<file path="config.mk">
export PLATFORM = sky130hd
export DESIGN_NAME = mod_counter
export DESIGN_NICKNAME = d
export VERILOG_FILES = /design/src/rtl/counter_pkg.sv /design/src/rtl/mod_counter.sv
export SDC_FILE = /design/constraint.sdc
export NUM_CORES = 1
export LEC_CHECK = 0
export BUFFER_PORTS_ARGS = -buffer_cell sky130_fd_sc_hd__buf_2
export CORE_MARGIN = 3
export CORE_UTILIZATION = 31
export CTS_CLUSTER_SIZE = 8
export DETAILED_ROUTE_END_ITERATION = 6
export GPL_ROUTABILITY_DRIVEN = 0
export GPL_TIMING_DRIVEN = 0
export SETUP_SLACK_MARGIN = 0.1
export SLEW_MARGIN = 25
export SYNTH_ARGS = -nofsm -noshare
export SYNTH_HDL_FRONTEND = slang
export SYNTH_SLANG_ARGS = --single-unit
</file>
<file path="constraint.sdc">
create_clock -name clk -period 2 [get_ports clk]
set_input_delay 0.3 -clock clk [delete_from_list [all_inputs] [get_ports clk]]
set_output_delay 0.3 -clock clk [all_outputs]
set_load 0.1 [all_outputs]
</file>
<file path="src/rtl/counter_pkg.sv">
// counter_pkg: shared types and constants for the modulo counter.
// Latency: n/a (types only).
// Backpressure: n/a.
//
// Contents: state_t (RUN, HALTED) and the direction encodings for the
// `up` input (DIR_UP, DIR_DOWN).
package counter_pkg;

  typedef enum logic {
    RUN    = 1'b0,
    HALTED = 1'b1
  } state_t;

  localparam logic DIR_UP   = 1'b1;
  localparam logic DIR_DOWN = 1'b0;

endpackage : counter_pkg

</file>
<file path="src/rtl/mod_counter.sv">
// mod_counter: up/down modulo-MODULUS counter with free-run wrap or one-shot halt.
// Latency: one clock from enabled edge to updated count; all outputs registered.
// Backpressure: none; `en` gates stepping, HALTED holds until reset/clear/load.
//
// Ports:
//   clk, reset      : rising-edge clock, synchronous active-high reset
//   en, up          : count enable, direction (1 = increment, 0 = decrement)
//   one_shot        : 1 = halt at terminal value, 0 = wrap around
//   clear, load     : synchronous re-arm to RESET_VALUE / to load_value (clamped)
//   load_value      : value for load
//   count           : registered count, always < MODULUS
//   wrap            : one-cycle pulse after a wrap or terminal hit
//   halted          : high while in HALTED
//   load_err        : one-cycle pulse after a load that had to be clamped
module mod_counter
  import counter_pkg::*;
#(
  parameter int unsigned      WIDTH       = 8,
  parameter longint unsigned  MODULUS     = 256,
  parameter longint unsigned  RESET_VALUE = 0
) (
  input  logic             clk,
  input  logic             reset,
  input  logic             en,
  input  logic             up,
  input  logic             one_shot,
  input  logic             clear,
  input  logic             load,
  input  logic [WIDTH-1:0] load_value,
  output logic [WIDTH-1:0] count,
  output logic             wrap,
  output logic             halted,
  output logic             load_err
);

  // Parameter legality is enforced at elaboration.
  if (WIDTH < 1 || WIDTH > 32) begin : g_bad_width
    $fatal(1, "mod_counter: WIDTH must be 1..32");
  end
  if (MODULUS < 2 || MODULUS > (64'd1 << WIDTH)) begin : g_bad_modulus
    $fatal(1, "mod_counter: MODULUS must be 2..2**WIDTH");
  end
  if (RESET_VALUE >= MODULUS) begin : g_bad_reset_value
    $fatal(1, "mod_counter: RESET_VALUE must be < MODULUS");
  end

  // All arithmetic is done one bit wider so MODULUS-1 and count+1 never
  // overflow, even when MODULUS == 2**WIDTH.
  localparam logic [WIDTH:0]   TERM_HI = (WIDTH+1)'(MODULUS - 1);
  localparam logic [WIDTH-1:0] RST_VAL = WIDTH'(RESET_VALUE);

  state_t           state_q, state_d;
  logic [WIDTH-1:0] count_q, count_d;
  logic             wrap_q, wrap_d;
  logic             load_err_q, load_err_d;

  logic [WIDTH:0]   count_ext;
  logic [WIDTH:0]   load_ext;
  logic [WIDTH:0]   step_val;
  logic             at_term;
  logic             load_over;

  // State register (carries all registered outputs as well).
  always_ff @(posedge clk) begin
    if (reset) begin
      state_q    <= RUN;
      count_q    <= RST_VAL;
      wrap_q     <= 1'b0;
      load_err_q <= 1'b0;
    end else begin
      state_q    <= state_d;
      count_q    <= count_d;
      wrap_q     <= wrap_d;
      load_err_q <= load_err_d;
    end
  end

  // Next-state: clear > load > step. Terminal value depends on the
  // direction sampled this cycle, so a direction change never skips a value.
  always_comb begin
    count_ext  = {1'b0, count_q};
    load_ext   = {1'b0, load_value};
    load_over  = (load_ext > TERM_HI);
    at_term    = (up == DIR_UP) ? (count_ext == TERM_HI) : (count_ext == '0);
    if (up == DIR_UP) begin
      step_val = at_term ? '0 : count_ext + 1'b1;
    end else begin
      step_val = at_term ? TERM_HI : count_ext - 1'b1;
    end

    state_d    = state_q;
    count_d    = count_q;
    wrap_d     = 1'b0;
    load_err_d = 1'b0;

    if (clear) begin
      state_d = RUN;
      count_d = RST_VAL;
    end else if (load) begin
      state_d    = RUN;
      count_d    = load_over ? TERM_HI[WIDTH-1:0] : load_value;
      load_err_d = load_over;
    end else if (state_q == RUN && en) begin
      if (at_term && one_shot) begin
        // Step refused at the terminal value: hold and halt.
        state_d = HALTED;
        wrap_d  = 1'b1;
      end else begin
        count_d = step_val[WIDTH-1:0];
        wrap_d  = at_term;
      end
    end
  end

  // Outputs: straight from registers, no input-to-output path.
  always_comb begin
    count    = count_q;
    wrap     = wrap_q;
    halted   = (state_q == HALTED);
    load_err = load_err_q;
  end

endmodule : mod_counter

</file>
Word level (Yosys, flattened, before mapping):

Cells that the tools add are included.

* output and inout port bits: 11
* word-level logic and storage cells: 26
* register bits: 10
* input bits: 15

* multiplexer cells: 8
* eq/ne operators: 2
* bitwise logic cells: 2
* $add $sub $neg: 2
* reduce and logical (&&, ||, !) cells: 9

Operator list (count)
* $mux 8: 6
* $add 8x1->8 const B: 1
* $eq 8x8->1 const B: 1
* $logic_not 8->1: 1
* $sub 8x1->8 const B: 1
* $reduce_and 2->1: 2
* $reduce_or 4->1: 1
* $reduce_or 3->1: 1
* $logic_and 1x1->1: 2
* $mux 1: 2
* $ne 2x2->1 const B: 1
* $not 1->1: 2
* $reduce_bool 2->1: 1
* $reduce_or 2->1: 1

Logic depth before layout (Yosys ltp):

Gate-level depths: netlist of run 1.

* depth after elaboration: 7
* depth in mapped cells: 8
* gate-level depth less buffers: 7

Least setup slack after synthesis of run 1:

Ideal clock, no wire load.

* kind: reg2reg
* from: register count_q[0] (netlist: count[0])
* to: register count_q[2] (netlist: count[2])
* setup slack: -0.714 ns
* clock period less this slack: 2.714 ns
* arrival time: 2.595 ns
* buffers on the path: 1
* cell stages (with the launch flop): 9
* required time: 1.880 ns
* setup time: 0.120 ns
* path through: dfxtp_1 -> buf_2 -> inv_1 -> ha_1 -> nor2b_1 -> nand3_2 -> a21oi_2 -> o311a_1 -> a211o_1

* longest elaborated chain between the ends: 7
* elaborated cells between the ends (all ways): 14
* classes of those cells: add/sub (2); eq/ne (2); mux (7); reduce/logical (3)

RTL lines
* start, declared: line mod_counter.sv:53 `logic [WIDTH-1:0] count_q, count_d;`
* start signal, assigned: line mod_counter.sv:72 `count_q <= count_d;`
* branches (longest 7 deep; another with $sub 8x1->8)

Several ways; the timed one is not identified. The select of a mux whose other input is x is not followed.
A chain may end at the register's enable or synchronous reset.

Final worst setup path of run 1:

* from: register count_q[1] (netlist: count[1])
* to: register count_q[2] (netlist: count[2])

The elaborated chain is that of the path after synthesis.

==> results of run 1 <==
## where the power goes
group / total (mW) / switching (mW) / leakage, nW / internal (mW)
Clock: 0.157 / 0.0801 / 0.0150 / 0.0773
Combinational: 0.286 / 0.192 / 0.413 / 0.0941
Sequential: 0.220 / 0.0124 / 0.0864 / 0.208
## flip-flops by register name, indices dropped and copies added (netlist names)
register,flops
halted,1
count,8
wrap,1
## per-stage QoR
step,std cells,power (mW),setup slack (ns)
2_1_floorplan,123,0.4449,0.09160
3_3_place_gp,177,0.5041,0.1990
3_5_place_dp,177,0.5064,0.1834
4_1_cts,181,0.6597,0.1641
5_1_grt,181,0.6977,0.08722
6_report,181,0.6634,0.1520
## worst max-delay path by stage
stage	startpoint	to	slack (ns)	depth (start not counted)
2_1_floorplan	count[2]	count[2]	0.09	6
3_3_place_gp	count[1]	count[2]	0.20	8
3_5_place_dp	count[1]	count[2]	0.18	8
4_1_cts	count[1]	count[3]	0.16	8
5_1_grt	count[1]	count[2]	0.09	8
6_report	count[1]	count[2]	0.15	8
## Yosys cell counts (2+ instances only)
library cell / n
sky130_fd_sc_hd__inv_1: 4
sky130_fd_sc_hd__ha_1: 3
sky130_fd_sc_hd__a21oi_1: 8
sky130_fd_sc_hd__a311o_1: 2
sky130_fd_sc_hd__nor3_2: 2
sky130_fd_sc_hd__buf_6: 3
sky130_fd_sc_hd__dfxtp_1: 10
sky130_fd_sc_hd__nor2_1: 7
sky130_fd_sc_hd__o21ai_0: 4
sky130_fd_sc_hd__o21ai_1: 4
sky130_fd_sc_hd__nand4_1: 2
sky130_fd_sc_hd__nand3_1: 4
sky130_fd_sc_hd__o211ai_1: 5
sky130_fd_sc_hd__a32o_1: 2
sky130_fd_sc_hd__buf_2: 3
sky130_fd_sc_hd__nor3_1: 2
sky130_fd_sc_hd__and4_1: 2
sky130_fd_sc_hd__and3_1: 3
sky130_fd_sc_hd__a41o_1: 2
sky130_fd_sc_hd__nor2b_1: 2
sky130_fd_sc_hd__nand2_1: 14
sky130_fd_sc_hd__a31oi_1: 2
sky130_fd_sc_hd__or3_1: 3
sky130_fd_sc_hd__clkbuf_1: 2
## what timing repair did
action                     4_1_cts  5_1_grt
resized for setup                0        2
setup buffers                    0        0
hold buffers                     0        0
setup endpoints to repair        0        3
## logic make-up (layout without fill, tap and decap cells)
logic type                 after synthesis  count (layout)  share of synthesized area
and+or+nand+nor                         49              49                     0.2919
AOI/OAI and AO/OA                       47              47                     0.3731
adders and majority gates                3               3                    0.03927
other                                    1               1                   0.003923
buffers and inverters                   13              40                    0.08245
DFF                                     10              10                     0.2094
## per-layer routing
layer  routed length [um]  up-vias  track usage  part of all wire
met3                  226        4      0.03774             0.078
li1                     -      529            -                 -
met1                 1395      508       0.2382              0.48
met4                   36        0      0.04545             0.012
met2                 1238       42       0.2511              0.43
met5                    0        -            0                 0
## critical path: stages (launching register included)
cell and delay, ns:
sky130_fd_sc_hd__dfxtp_4 0.36, sky130_fd_sc_hd__buf_6 0.14, sky130_fd_sc_hd__inv_2 0.09, sky130_fd_sc_hd__ha_4 0.13, sky130_fd_sc_hd__nor2b_4 0.19, sky130_fd_sc_hd__nand3_4 0.15
sky130_fd_sc_hd__a21oi_4 0.32, sky130_fd_sc_hd__a2111oi_2 0.09, sky130_fd_sc_hd__a211o_1 0.27
## final cells by class
class | instances | area, um^2 | share of cell area
Buffer | 9 | 77.57 | 0.06346
Sequential cell | 10 | 219.0 | 0.1791
Clock buffer | 4 | 26.28 | 0.02149
Multi-Input combinational cell | 100 | 728.2 | 0.5957
Timing Repair Buffer | 23 | 115.1 | 0.09417
Tap cell | 31 | 38.79 | 0.03173
Inverter | 4 | 17.52 | 0.01433
==> reports/results.md, run 1 <==
| Step | Parameter | This run |
|---|---|---|
| die | Die area | 3786 um^2 |
| synth | Largest cells by area after synthesis | sky130_fd_sc_hd__dfxtp_1 (21%), sky130_fd_sc_hd__nand2_1 (5.5%), sky130_fd_sc_hd__a21oi_1 (4.2%), sky130_fd_sc_hd__ha_1 (3.9%), sky130_fd_sc_hd__o211ai_1 (3.9%) |
| global routing | Largest net degree at the start of global routing | 11 |
| cells and area | Area delta synth->final | 27.88% |
| sta | Max Freq | 0.5411 GHz |
| sta | Relative slew slack | 0.6341 |
| detailed routing | Drt via density | 5.983 |
| synth | Proportion of synthesized flip-flops having asynchronous set or reset | 0 |
| synth | Mapped Cells | 123 |
| worst setup path | Critical Path Source Type | flop |
| global routing | Grt ovf | 0 |
| synth | Number of warnings printed during yosys synthesis | 0 |
| cells and area | Layout Cell Area excl Fill | 1222 um^2 |
| sta | Period Utilization, post-route | 0.9240 |
| die | Y dimension of the die | 61.53 um |
| die | Die width | 61.53 um |
| status | Outcome | finished clean |
| synth | Number of register bits inferred by synthesis | 10 |
| cts | Maximum buffer depth of the clock tree | 2 |
| global routing | Via count of the first global-routing pass | 1,008 |
| worst setup path | Worst reg2reg endpoint | count[2] |
| global routing | Wire length of the first global-routing pass | 4747 um |
| synth | Yosys cell types | 52 |
| place | Cell area after placement | 1190 um^2 |
| detailed routing | Detailed Routing Iterations Pass 1 | 4 |
| hold path | Hold WC Path Type | in2reg |
| detailed routing | DRC Markers | 0 |
| detailed routing | Final ANT Viol Nets | 0 |
| cts | Root Buffer Master | sky130_fd_sc_hd__clkbuf_4 |
| synth | Yosys top cell by area | sky130_fd_sc_hd__dfxtp_1 |
| cts | Clock insertion delay at the later pin of the skew report | 0.27 ns |
| cells and area | Most common cell after layout, fill and taps aside | sky130_fd_sc_hd__buf_2 |
| cts | Clock Sink Count | 10 |
| pwr | Leakage power total | 0.5148 nW |
| synth | Post-Synthesis Net Count | 141 |
| sta | Tmin final | 1.848 ns |
| synth | Sequential fraction of the synthesis area | 0.2094 |
| sta | Min Hold Slack | 0.2233 ns |
| worst setup path | Highest net fanout along the worst path | 9 |
| hold path | Endpoint, Worst Hold | count[2] |
| cts | Register clock-pin slew on the reported worst setup and hold paths | 0.08 ns |
| cts | CTS H-tree depth | 1 |
| cells and area | Fill count | 304 |
| worst setup path | Worst Path Arrival | 2.02 ns |
| sta | Setup violators final | 0 |
| synth | Fraction of post-synthesis cell area in the top cell type by area | 0.2094 |
| pwr | Maximum VDD drop | 0.3494 mV |
| cells and area | Leading cell types in the layout, fill and taps excluded | sky130_fd_sc_hd__buf_2 (24), sky130_fd_sc_hd__nand2_1 (14), sky130_fd_sc_hd__a21oi_1 (8), sky130_fd_sc_hd__nor2_1 (7), sky130_fd_sc_hd__dfxtp_2 (6) |
| detailed routing | Mean routed wirelength per cell | 16.00 um |
| cells and area | # nets final | 169 |
| die | # rows | 19 |
| die | Total I/O pin count | 26 |
| detailed routing | Number of violations reported at the end of detailed-routing iteration 0 | 54 |
| die | Placeable core region | 2853 um^2 |
| cells and area | Share of layout cells above drive strength 1 | 0.3867 |
| place | # port buffers | 23 |
| global routing | Aggregate global-route resource usage | 0.1670 |
| place | Hpwl dp | 2167 um |
| hold path | Hold path start | load_value[2] |
| sta | Setup repair after global routing missed its margin | yes |
| die | Starting density of the core | 0.3351 |
| synth | Syn Std Cell Area | 955.9 um^2 |
| synth | Top flip-flop cell by instance count after synthesis | sky130_fd_sc_hd__dfxtp_1 |
| worst setup path | Critical path type | reg2reg |
| sta | Worst slew pin tran | 0.5465 ns |
| worst setup path | Setup slack of the most critical reg-to-reg path | 0.15 ns |
| hold path | Number of cells traversed by the worst hold path | 2 |
| detailed routing | Total wirelength of the detailed-routed design | 2896 um |
| global routing | Number of antenna violations at the first check in global routing | 0 |
| worst setup path | Cell count of the worst reg-to-reg path | 8 |
| synth | Syn avg cell area | 7.772 um^2 |
| worst setup path | Startpoint of the worst-slack reg-to-reg timing path | count[1] |
| worst setup path | Required time of the critical path | 2.17 ns |
| cts | Clock buffer count from CTS | 3 |
| pwr | Cell area power density | 542.7 nW/um^2 |
| detailed routing | Total number of vias | 1,083 |
| sta | Setup TNS | 0 ns |
| sta | Final Skew | 0.006162 ns |
| cts | Clock tree from TritonCTS | done |
| cells and area | Share of the core filled with cells | 0.4285 |
| run | Max-capacitance violation count | 0 |
| cells and area | Antenna cell count | 0 |
| worst setup path | Nature of the critical path endpoint | flop |
| sta | Fin. max-slew vios | 0 |
| synth | Number of synthesized flops with an enable pin | 0 |
| sta | Final hold violations | 0 |
Power figures use the tool's default switching activity.
==> run 2: changes to the inputs <==
Settings changed: PLACE_DENSITY set to 0.5.
==> run 2 against run 1 <==
Against the previous run: worst setup slack better by 0.042 ns; core utilization rose by 0.96 points; maximum frequency increased by 2.3%; sequential power about the same; critical path depth down 2; global-route usage grew 1.4 points; total power rose by 1.5%; largest cell class unchanged; die area unchanged.
==> reports/results.md, run 2 (synthesis results as in run 1) <==
| Step | Parameter | This run |
|---|---|---|
| status | Outcome | finished clean |
| global routing | Via count of the first global-routing pass | 981 |
| cells and area | # nets final | 172 |
| sta | Setup repair after global routing missed its margin | no |
| sta | Least setup slack across all paths after layout | 0.1936 ns |
| cts | Clock Sink Count | 10 |
| detailed routing | Number of violations reported at the end of detailed-routing iteration 0 | 31 |
| detailed routing | Detailed Routing Iterations Pass 1 | 4 |
| hold path | Number of cells traversed by the worst hold path | 3 |
| sta | Final Skew | 0.01118 ns |
| global routing | Grt ovf | 0 |
| run | Max-capacitance violation count | 0 |
| cells and area | Leading cell types in the layout, fill and taps excluded | sky130_fd_sc_hd__buf_2 (24), sky130_fd_sc_hd__nand2_1 (14), sky130_fd_sc_hd__a21oi_1 (8), sky130_fd_sc_hd__nor2_1 (7), sky130_fd_sc_hd__dfxtp_2 (6) |
| pwr | Internal Pwr Total | 0.3871 mW |
| sta | Worst slew pin tran | 0.6087 ns |
| cts | CTS hold repair buffers | 0 |
| hold path | Hold WC Path Type | in2reg |
| worst setup path | Worst Path Arrival | 1.97 ns |
| detailed routing | Mean routed wirelength per cell | 17.23 um |
| global routing | Wire length of the first global-routing pass | 4995 um |
| worst setup path | Highest net fanout along the worst path | 6 |
| die | # rows | 19 |
| cells and area | Antenna cell count | 0 |
| sta | Relative slew slack | 0.5924 |
| die | Starting density of the core | 0.3351 |
| worst setup path | Nature of the critical path endpoint | flop |
| cells and area | Area delta synth->final | 30.76% |
| cells and area | Most common cell after layout, fill and taps aside | sky130_fd_sc_hd__buf_2 |
| die | Die width | 61.53 um |
| place | Hpwl dp | 2247 um |
| cts | CTS H-tree depth | 1 |
| cts | Register clock-pin slew on the reported worst setup and hold paths | 0.08 ns |
| pwr | Logic pwr share | 0.445 |
| cells and area | Fill count | 320 |
| cts | Clock insertion delay at the later pin of the skew report | 0.27 ns |
| sta | Max Freq | 0.5536 GHz |
| worst setup path | Critical Path Source Type | flop |
| cells and area | Share of layout cells above drive strength 1 | 0.3922 |
| pwr | Register share of total power | 0.327 |
| pwr | Switching fraction of total power | 0.4252 |
| sta | Period Utilization, post-route | 0.9032 |
| place | Worst slack at placement | 0.1931 ns |
| detailed routing | Final ANT Viol Nets | 0 |
| worst setup path | Cell count of the worst reg-to-reg path | 6 |
| pwr | Leakage power total | 0.5299 nW |
| die | Y dimension of the die | 61.53 um |
| sta | Final hold violations | 0 |
| global routing | Number of antenna violations at the first check in global routing | 0 |
| die | Total I/O pin count | 26 |
| cts | Root Buffer Master | sky130_fd_sc_hd__clkbuf_4 |
| detailed routing | Total number of vias | 1,080 |
| place | # port buffers | 23 |
| sta | Setup TNS | 0 ns |
| pwr | Part of the power in the clock network | 0.228 |
| die | Placeable core region | 2853 um^2 |
| cts | Clock buffer count from CTS | 3 |
| detailed routing | DRC Markers | 0 |
| sta | Tmin final | 1.806 ns |
| worst setup path | Required time of the critical path | 2.17 ns |
| pwr | Cell area power density | 538.8 nW/um^2 |
| cts | Clock tree from TritonCTS | done |
| global routing | Largest net degree at the start of global routing | 11 |
| cts | Maximum buffer depth of the clock tree | 2 |
| detailed routing | Drt via density | 5.870 |
| detailed routing | Total wirelength of the detailed-routed design | 3171 um |
| sta | Setup violators final | 0 |
| sta | Min Hold Slack | 0.2222 ns |
| cells and area | Flip-flop count of the largest register, all copies and words added | 8 |
| pwr | Net Sw Power | 0.2864 mW |
| sta | Fin. max-slew vios | 0 |
| pwr | Maximum VDD drop | 0.2785 mV |
| die | Die area | 3786 um^2 |
| global routing | Aggregate global-route resource usage | 0.1805 |
| worst setup path | Critical path type | reg2reg |
-- run 2: cell types whose count changed in the layout (fill, tap and decap cells not counted) --
cell                       change
sky130_fd_sc_hd__buf_4         +3
sky130_fd_sc_hd__clkbuf_1      +1
sky130_fd_sc_hd__clkbuf_2      -1
sky130_fd_sc_hd__nor3_2        -1
sky130_fd_sc_hd__nor3_4        +1
-- run 2: through the flow --
stage	cell area [um^2]	utilization	power (mW)	cells
finish	1250	0.4382	0.6735	184
CTS	1216	0.4263	0.6652	181
global placement	1190	0.4171	0.5076	177
global route	1250	0.4382	0.7153	184
floorplan	1036	-	0.4449	123
detailed placement	1190	0.4171	0.5085	177
-- run 2: area by class of cell --
type / instances / area, um^2 / area share
flip-flops and latches: 10 / 219.0 / 0.1752
repair buffers: 26 / 137.6 / 0.1101
multi-input cells: 100 / 734.5 / 0.5876
inverters: 4 / 17.52 / 0.01401
plain buffers: 9 / 76.32 / 0.06106
well taps: 31 / 38.79 / 0.03103
clock buffers: 4 / 26.28 / 0.02102
-- run 2: layer usage --
layer | global-route usage | wire, um | vias to the layer above
met5 | 0 | 0 | -
met3 | 0.04403 | 187 | 6
li1 | - | - | 536
met1 | 0.2491 | 1496 | 504
met2 | 0.2735 | 1424 | 34
met4 | 0.06061 | 63 | 0
-- run 2: path summary, 6_finish.rpt --
path / from / to / slack (ns)
hold / removal: load_value[4] / count[4] / 0.22
setup reg to reg: count[0] / count[3] / 0.19
setup / recovery: count[0] / count[3] / 0.19
hold reg to reg: halted / halted / 0.49
-- run 2: what timing repair did --
item | 4_1_cts | 5_1_grt
gates resized for setup | 0 | 1
setup buffers | 0 | 3
endpoints found under the setup margin | 0 | 1
-- run 2: power by group through the flow --
stage / logic [mW] / clock network [mW] / registers, mW
after global routing: 0.322 / 0.172 / 0.222
after global placement: 0.283 / 0 / 0.225
after floorplan: 0.156 / 0 / 0.289
after CTS: 0.286 / 0.159 / 0.220
after detailed placement: 0.283 / 0 / 0.225
final: 0.299 / 0.154 / 0.220
-- run 2: worst max-delay path, cell delays in order, from the launching register on --
cell and delay [ns]:
sky130_fd_sc_hd__dfxtp_4 0.37, sky130_fd_sc_hd__ha_1 0.22, sky130_fd_sc_hd__and3_1 0.20, sky130_fd_sc_hd__and3_1 0.25, sky130_fd_sc_hd__o21ai_4 0.25, sky130_fd_sc_hd__a21oi_1 0.11, sky130_fd_sc_hd__a221o_1 0.30
